--- src/rtl/bootdata_pkg.sv ---
// bootdata_pkg
//  Shared definitions for the boot data loader: loader state encoding,
//  bytes-per-word and select-width helpers, and the target index constants
//  used to address the one-hot target write strobes.
package bootdata_pkg;

  typedef enum logic [1:0] {
    IDLE    = 2'd0,
    WRITE   = 2'd1,
    GAP     = 2'd2,
    WAITREL = 2'd3
  } state_t;

  localparam int TGT_SRAM = 0;
  localparam int TGT_CHAR = 1;

  function automatic int bytes_per_word(input int host_w);
    return host_w / 8;
  endfunction

  // A single target still needs a 1-bit select field.
  function automatic int sel_width(input int num_tgt);
    return (num_tgt > 1) ? $clog2(num_tgt) : 1;
  endfunction

endpackage

--- src/rtl/bootdata_if.sv ---
// bootdata_if
//  Host-side four-phase handshake bundle for the boot loader.
//  Signals:
//    host_data  boot word, valid while host_req=1
//    host_req   host request level
//    host_ack   loader acknowledge level
//    host_size  total session byte count (taken with the first word)
//    tgt_sel    target memory index (taken with the first word)
//  Modports: master = control module (host), slave = loader.
interface bootdata_if
#(
  parameter int HOST_W = 32,
  parameter int SIZE_W = 16,
  parameter int SEL_W  = 1
);
  import bootdata_pkg::*;

  logic [HOST_W-1:0] host_data;
  logic              host_req;
  logic              host_ack;
  logic [SIZE_W-1:0] host_size;
  logic [SEL_W-1:0]  tgt_sel;

  modport master (
    output host_data, host_req, host_size, tgt_sel,
    input  host_ack
  );

  modport slave (
    input  host_data, host_req, host_size, tgt_sel,
    output host_ack
  );

endinterface

--- src/rtl/bootdata_unpack.sv ---
// bootdata_unpack
//  Holds one host word and hands it out MSB byte first.
//  Ports:
//    clk       system clock
//    clear     synchronous clear (full reset or session restart)
//    load      capture word, byte index back to 0
//    advance   shift to the next byte, index +1
//    word      host word to capture
//    cur_byte  byte currently at the top of the shift register
//    more      cur_byte is still an unconsumed byte of the word
module bootdata_unpack
  import bootdata_pkg::*;
#(
  parameter int HOST_W = 32
) (
  input  logic              clk,
  input  logic              clear,
  input  logic              load,
  input  logic              advance,
  input  logic [HOST_W-1:0] word,
  output logic [7:0]        cur_byte,
  output logic              more
);

  localparam int BPW = bytes_per_word(HOST_W);
  localparam int CW  = $clog2(BPW + 1);

  logic [HOST_W-1:0] shreg;
  logic [CW-1:0]     used;

  always_ff @(posedge clk) begin
    if (clear) begin
      shreg <= '0;
      used  <= '0;
    end else if (load) begin
      shreg <= word;
      used  <= '0;
    end else if (advance) begin
      shreg <= shreg << 8;
      used  <= used + CW'(1);
    end
  end

  assign cur_byte = shreg[HOST_W-1 -: 8];
  assign more     = (used < CW'(BPW));

endmodule

--- src/rtl/bootdata_loader.sv ---
// bootdata_loader
//  Accepts host words over a four-phase req/ack handshake, unpacks them
//  MSB byte first and writes each byte (one strobe every other cycle) into
//  the selected target memory. Keeps the console core in reset until the
//  exact session byte count has been written.
//  Ports:
//    clk, reset        system clock, synchronous active-high full reset
//    boot_reset        synchronous active-high restart of a load session
//    host              bootdata_if.slave handshake bundle
//    mem_addr/mem_data byte address / data shared by all targets
//    mem_we            one-hot per-target write strobe
//    bytes_loaded      bytes written this session (saturating)
//    load_done         session size reached (sticky)
//    load_ovf          word offered after done (sticky)
//    core_rst_n        console core reset, low until the load is complete
//  Optional feature macro BOOT_CHECKSUM_EN adds chk_expect (in), chk_sum and
//  chk_ok (out); the core is then also held in reset until the checksum matches.
module bootdata_loader
  import bootdata_pkg::*;
#(
  parameter int HOST_W  = 32,
  parameter int ADDR_W  = 19,
  parameter int SIZE_W  = 16,
  parameter int NUM_TGT = 2
) (
  input  logic               clk,
  input  logic               reset,
  input  logic               boot_reset,
  bootdata_if.slave          host,
  output logic [ADDR_W-1:0]  mem_addr,
  output logic [7:0]         mem_data,
  output logic [NUM_TGT-1:0] mem_we,
  output logic [SIZE_W-1:0]  bytes_loaded,
  output logic               load_done,
  output logic               load_ovf,
  output logic               core_rst_n
`ifdef BOOT_CHECKSUM_EN
  ,
  input  logic [7:0]         chk_expect,
  output logic [7:0]         chk_sum,
  output logic               chk_ok
`endif
);

  localparam int SEL_W = sel_width(NUM_TGT);

  state_t            state;
  logic              first_word;
  logic [SIZE_W-1:0] size_q;
  logic [SIZE_W-1:0] size_now;
  logic [SIZE_W-1:0] count_next;
  logic [SEL_W-1:0]  tgt_q;
  logic [SEL_W-1:0]  tgt_now;
  logic              clear;
  logic              accept;
  logic              byte_more;
  logic [7:0]        byte_cur;

  assign clear  = reset | boot_reset;
  assign accept = (state == IDLE) && host.host_req && !host.host_ack;

  // Size and target are taken from the bus on the first word of a session
  // so the very first strobe already uses them.
  assign size_now   = first_word ? host.host_size : size_q;
  assign tgt_now    = first_word ? host.tgt_sel   : tgt_q;
  assign count_next = (bytes_loaded == '1) ? bytes_loaded : bytes_loaded + SIZE_W'(1);

  bootdata_unpack #(.HOST_W(HOST_W)) u_unpack (
    .clk      (clk),
    .clear    (clear),
    .load     (accept),
    .advance  (state == WRITE),
    .word     (host.host_data),
    .cur_byte (byte_cur),
    .more     (byte_more)
  );

  // Strobes are registered on the transition into WRITE, so WRITE cycles
  // carry the strobe and GAP cycles are the idle recovery cycle between bytes.
  always_ff @(posedge clk) begin
    if (clear) begin
      state         <= IDLE;
      host.host_ack <= 1'b0;
      mem_we        <= '0;
      mem_addr      <= '0;
      mem_data      <= '0;
      bytes_loaded  <= '0;
      load_done     <= 1'b0;
      load_ovf      <= 1'b0;
      first_word    <= 1'b1;
      size_q        <= '0;
      tgt_q         <= '0;
    end else begin
      case (state)
        IDLE: begin
          if (accept) begin
            host.host_ack <= 1'b1;
            state         <= WRITE;
            if (first_word) begin
              size_q     <= host.host_size;
              tgt_q      <= host.tgt_sel;
              first_word <= 1'b0;
            end
            if (!load_done && (bytes_loaded < size_now)) begin
              mem_we   <= NUM_TGT'(1) << tgt_now;
              mem_data <= host.host_data[HOST_W-1 -: 8];
              mem_addr <= ADDR_W'(bytes_loaded);
            end
          end
        end
        WRITE: begin
          mem_we <= '0;
          state  <= GAP;
          if (mem_we != '0) begin
            bytes_loaded <= count_next;
            if (count_next >= size_q) begin
              load_done <= 1'b1;
            end
          end else if (load_done) begin
            load_ovf <= 1'b1;
          end else begin
            // No strobe without done only happens for a zero-byte session.
            load_done <= 1'b1;
          end
        end
        GAP: begin
          if (byte_more && !load_done && (bytes_loaded < size_q)) begin
            mem_we   <= NUM_TGT'(1) << tgt_q;
            mem_data <= byte_cur;
            mem_addr <= ADDR_W'(bytes_loaded);
            state    <= WRITE;
          end else begin
            state <= WAITREL;
          end
        end
        WAITREL: begin
          if (!host.host_req) begin
            host.host_ack <= 1'b0;
            state         <= IDLE;
          end
        end
        default: state <= IDLE;
      endcase
    end
  end

`ifdef BOOT_CHECKSUM_EN
  logic [7:0] chk_q;

  always_ff @(posedge clk) begin
    if (clear) begin
      chk_sum <= '0;
      chk_q   <= '0;
    end else begin
      if (accept && first_word) begin
        chk_q <= chk_expect;
      end
      if ((state == WRITE) && (mem_we != '0)) begin
        chk_sum <= chk_sum + mem_data;
      end
    end
  end

  assign chk_ok     = load_done && (chk_sum == chk_q);
  assign core_rst_n = !reset && load_done && chk_ok;
`else
  assign core_rst_n = !reset && load_done;
`endif

endmodule

--- src/flat_wrapper.sv ---
// flat-port wrapper written by rule: the top's interface ports become plain ports
module bootdata_loader_flat import bootdata_pkg::*;
#(
  parameter int HOST_W  = 32,
  parameter int ADDR_W  = 19,
  parameter int SIZE_W  = 16,
  parameter int NUM_TGT = 2
)
  (clk, reset, boot_reset, mem_addr, mem_data, mem_we, bytes_loaded, load_done, load_ovf, core_rst_n, host_host_data, host_host_req, host_host_size, host_tgt_sel, host_host_ack);
  bootdata_if #(.HOST_W(HOST_W), .SIZE_W(SIZE_W), .SEL_W((1))) host_i ();
  input  logic clk;
  input  logic reset;
  input  logic boot_reset;
  output logic [ADDR_W-1:0] mem_addr;
  output logic [7:0] mem_data;
  output logic [NUM_TGT-1:0] mem_we;
  output logic [SIZE_W-1:0] bytes_loaded;
  output logic load_done;
  output logic load_ovf;
  output logic core_rst_n;
  input wire logic [$bits(host_i.host_data)-1:0] host_host_data;
  input wire logic [$bits(host_i.host_req)-1:0] host_host_req;
  input wire logic [$bits(host_i.host_size)-1:0] host_host_size;
  input wire logic [$bits(host_i.tgt_sel)-1:0] host_tgt_sel;
  output wire logic [$bits(host_i.host_ack)-1:0] host_host_ack;
  assign host_i.host_data = host_host_data;
  assign host_i.host_req = host_host_req;
  assign host_i.host_size = host_host_size;
  assign host_i.tgt_sel = host_tgt_sel;
  assign host_host_ack = host_i.host_ack;
  bootdata_loader #(.HOST_W(HOST_W), .ADDR_W(ADDR_W), .SIZE_W(SIZE_W), .NUM_TGT(NUM_TGT)) u_core (.clk(clk), .reset(reset), .boot_reset(boot_reset), .host(host_i), .mem_addr(mem_addr), .mem_data(mem_data), .mem_we(mem_we), .bytes_loaded(bytes_loaded), .load_done(load_done), .load_ovf(load_ovf), .core_rst_n(core_rst_n));
endmodule
--- config.mk ---
export PLATFORM = sky130hd
export DESIGN_NAME = bootdata_loader_flat
export DESIGN_NICKNAME = d
export VERILOG_FILES = /design/src/rtl/bootdata_pkg.sv /design/src/rtl/bootdata_if.sv /design/src/rtl/bootdata_unpack.sv /design/src/rtl/bootdata_loader.sv /design/src/flat_wrapper.sv
export SDC_FILE = /design/constraint.sdc
export NUM_CORES = 1
export LEC_CHECK = 0
export BUFFER_PORTS_ARGS = -buffer_cell sky130_fd_sc_hd__buf_2
export CORE_MARGIN = 2
export CORE_UTILIZATION = 56
export DETAILED_ROUTE_END_ITERATION = 8
export HOLD_SLACK_MARGIN = 0.06
export PLACE_DENSITY = 0.91
export SYNTH_ARGS = -nofsm -noshare
export SYNTH_HDL_FRONTEND = slang
export SYNTH_SLANG_ARGS = --single-unit
--- constraint.sdc ---
create_clock -name clk -period 3.9 [get_ports clk]
set_input_delay 0.78 -clock clk [delete_from_list [all_inputs] [get_ports clk]]
set_output_delay 0.78 -clock clk [all_outputs]
set_load 0.01 [all_outputs]
==> out/results.ini <==
[status]
status = complete, no violations

[layout]
antenna_cells = 0
syn2layout_area_growth_pct = 15.12
drive_above_1_share_pct = 18.88
fin_area_um2 = 6412
fin_cells = 901
layout.nets = 864
final_util_pct = 65.91
fillers = 808

[placement]
dp_hpwl_um = 10750
dp.cells = 885
place_area_um2 = 6170
portBuffers = 98
gp_congestion = 0.9717

[clocking]
clkSlewWorstSetupHoldPaths_ps = 100
worstSkewPairLatency_ps = 380
cts_resized = 0
cts.sink_count = 100
htree_levels = 3
root_buffer = clkbuf_8
tritoncts = done
cts-buffers-inserted = 9
clockBufferDepth = 2
cts-hold-fix-buffers = 0
cts_setup_buffers = 0

[synth]
synth_flop_cell = dfxtp_1
syn_area_um2 = 5570
synth-async-reset-ratio_pct = 0
netlist_instances = 682
synthDominantCellAreaShare_pct = 35.94
synth_cell_types = 55
synth_edf_count = 0
synth_seq_cells = 100
synth_top_area_cell = dfxtp_1
ys_top_cells_by_area = dfxtp_1, ha_1, a21oi_1
ys_seq_area_share_pct = 35.94
yosysWarnings = 0
avgSynthCellArea_um2 = 8.168

[sta]
min_period_ps = 3591
post-route-period-util_pct = 92.07
drv_slew = 0
setup_tns_ps = 0
setup_viol = 0
rsz0062_at_grt = false
fin_skew_ps = 10.29
holdWs_ps = 467.9
max_freq_mhz = 278.5
hold_violations = 0
slew_headroom_pct = 17.72
tightest_slew_ps = 1234

[route]
firstDrtPassIters = 5
post-route-drc-count = 0
num_vias = 5347
wl_um = 14790
wl_per_cell_um = 16.41
drt_iter0_markers = 345
ant_nets = 0
vias_per_cell = 5.935

[global_routing]
grt_pass1_vias = 5205
grt.total_usage_pct = 27.96
grt_pass1_wl_um = 24680
antenna_found_initial = 1
grt_start_max_net_pins = 65
global_route.overflow_total = 0

[floorplan]
die-area_um2 = 10760
die_w_um = 103.7
io_pins = 102
dieHeight_um = 103.7
initial_core_util_pct = 57.25
row_count = 36
core_area_um2 = 9729

[pwr]
p_int_mw = 1.553
powerDensity_nw_per_um2 = 337.1
p_switching_mw = 0.6090
comb_power_share_pct = 13.4
ir_worst_vdd_mv = 0.1781
sw_frac_of_total_pct = 28.17
p_leak_nw = 2.767
clkPwrFrac_pct = 36.8
seq_power_share_pct = 49.9

[worst_setup_path]
cpMostUsedCell = nor2_1
start_kind = flip-flop
crit_path_end = u_core.load_done
setup.worst_path.start = u_core.bytes_loaded[4]
crit_fanout = 10
crit_path_max_incr_delay_ps = 590
r2r_setup_slack_ps = 310
path_cells = nand4_2 -> or4_1 -> or2_2 -> nor2_1 -> mux2_2 -> ha_1 -> nand4_1 -> nor2_1 -> a2111oi_0 -> o211ai_1 -> o221a_2
critPathRequiredTime_ps = 4180
worstSetupPathType = flip-flop to flip-flop
path_buf_inv = 0
crit_slowest_cell = or4_1
cp.depth = 11
end_kind = flip-flop
cp.arrival_ps = 3870
critical-path-top-delay-family = simple AND/OR/NAND/NOR gates
crit-reg2reg-launch = u_core.bytes_loaded[4]
worst_r2r_endpoint = u_core.load_done
reg2regPathDepth = 11

[flow_run]
maxCapViolCount = 0

[hold_path]
hp-class = flip-flop to flip-flop
hp-start = u_core.u_unpack.shreg[18]

==> registers in the layout, indices dropped and copies added (netlist names) <==
name,cells
u_core.u_unpack.shreg,32
u_core.bytes_loaded,16
u_core.mem_addr,16
u_core.size_q,16
u_core.mem_data,8
u_core.u_unpack.used,3
u_core.mem_we,2
u_core.state,2
u_core.first_word,1
u_core.host.host_ack,1
u_core.load_done,1
u_core.load_ovf,1
u_core.tgt_q,1
==> how the worst min path moves through the flow <==
stage,endpoint,slack [ps],cells after the start
finish,u_core.u_unpack.shreg[18],470,2
global route,u_core.u_unpack.shreg[22],490,2
CTS,u_core.u_unpack.shreg[22],470,2
detailed placement,u_core.u_unpack.shreg[22],450,2
global placement,u_core.u_unpack.used[1],450,2
floorplan,u_core.u_unpack.shreg[18],440,2
==> cell usage in the layout (no fill, tap or decap), types with 3 or more instances in the layout <==
cell type | netlist | routed
a211oi_1 | 25 | 25
a21o_1 | 4 | 4
a21oi_1 | 66 | 66
a22oi_1 | 8 | 8
a311oi_1 | 18 | 18
buf_2 | 2 | 98
buf_4 | 3 | 16
clkbuf_8 | 0 | 10
conb_1 | 1 | 3
dfxtp_1 | 100 | 100
ha_1 | 48 | 48
inv_1 | 23 | 23
mux2_2 | 4 | 4
mux2i_1 | 27 | 27
nand2_1 | 86 | 86
nand2b_1 | 5 | 5
nand3_1 | 37 | 37
nand4_1 | 6 | 6
nor2_1 | 69 | 69
nor2b_1 | 4 | 3
nor3_1 | 11 | 11
nor4_1 | 4 | 4
o211ai_1 | 3 | 3
o21a_1 | 3 | 3
o21ai_0 | 26 | 26
or3_1 | 4 | 4
xnor2_1 | 18 | 18
xor2_1 | 5 | 5
==> through the flow <==
stage               setup WS (ps)  power (mW)
floorplan                   482.9       1.290
global placement            456.8       1.372
detailed placement          370.6       1.384
CTS                         352.2       2.169
global route                117.9       2.245
finish                      309.2       2.162
==> Yosys cell counts (all sizes together) (14+ instances only) <==
| cell | number |
|---|---|
| clkbuf | 32 |
| ha | 48 |
| inv | 23 |
| mux2i | 27 |
| a311oi | 18 |
| o21ai | 28 |
| xnor2 | 18 |
| dfxtp | 100 |
| a211oi | 25 |
| buf | 14 |
| nor2 | 69 |
| nand2 | 86 |
| nand3 | 37 |
| a21oi | 66 |
==> worst min-delay path, stage by stage (launching register included) <==
cell and delay [ps]:
dfxtp_1 320, nand2_1 50, a21oi_1 50
==> routing by layer <==
metal,track usage (%),vias up,part of all wire [%]
li1,-,2587,-
met5,0,-,0.074
met3,4.468,45,5.9
met2,47.02,219,49
met4,13.90,2,3.3
met1,34.85,2494,42
==> final cells by class <==
type | instances | area, um^2 | share of cell area [%]
Multi-Input combinational cell | 515 | 3304 | 51.53
Tap cell | 133 | 166.4 | 2.595
Clock inverter | 6 | 105.1 | 1.639
Sequential cell | 100 | 2002 | 31.22
Timing Repair Buffer | 114 | 610.6 | 9.522
Inverter | 23 | 86.33 | 1.346
Clock buffer | 10 | 137.6 | 2.146
==> cell families (layout without fill, tap and decap cells) <==
family                   count (synthesis)  count (layout)  share of synthesized area [%]
AO/OA/AOI/OAI                          171             171                          19.59
XOR/XNOR                                23              23                          3.616
adder cells (fa/ha/maj)                 48              48                          10.78
buffers and inverters                   69             153                          5.031
flip-flops                             100             100                          35.94
multiplexers                            31              31                          5.660
other                                    1               3                        0.06732
AND/OR/NAND/NOR                        239             239                          19.32
==> power groups by stage <==
stage	registers (mW)	clock network, mW	logic (mW)
detailed placement	1.10	0	0.284
global placement	1.10	0	0.274
floorplan	1.09	0	0.196
finish	1.08	0.795	0.289
CTS	1.08	0.806	0.286
global route	1.08	0.842	0.321
(Power assumes the default switching activity.)
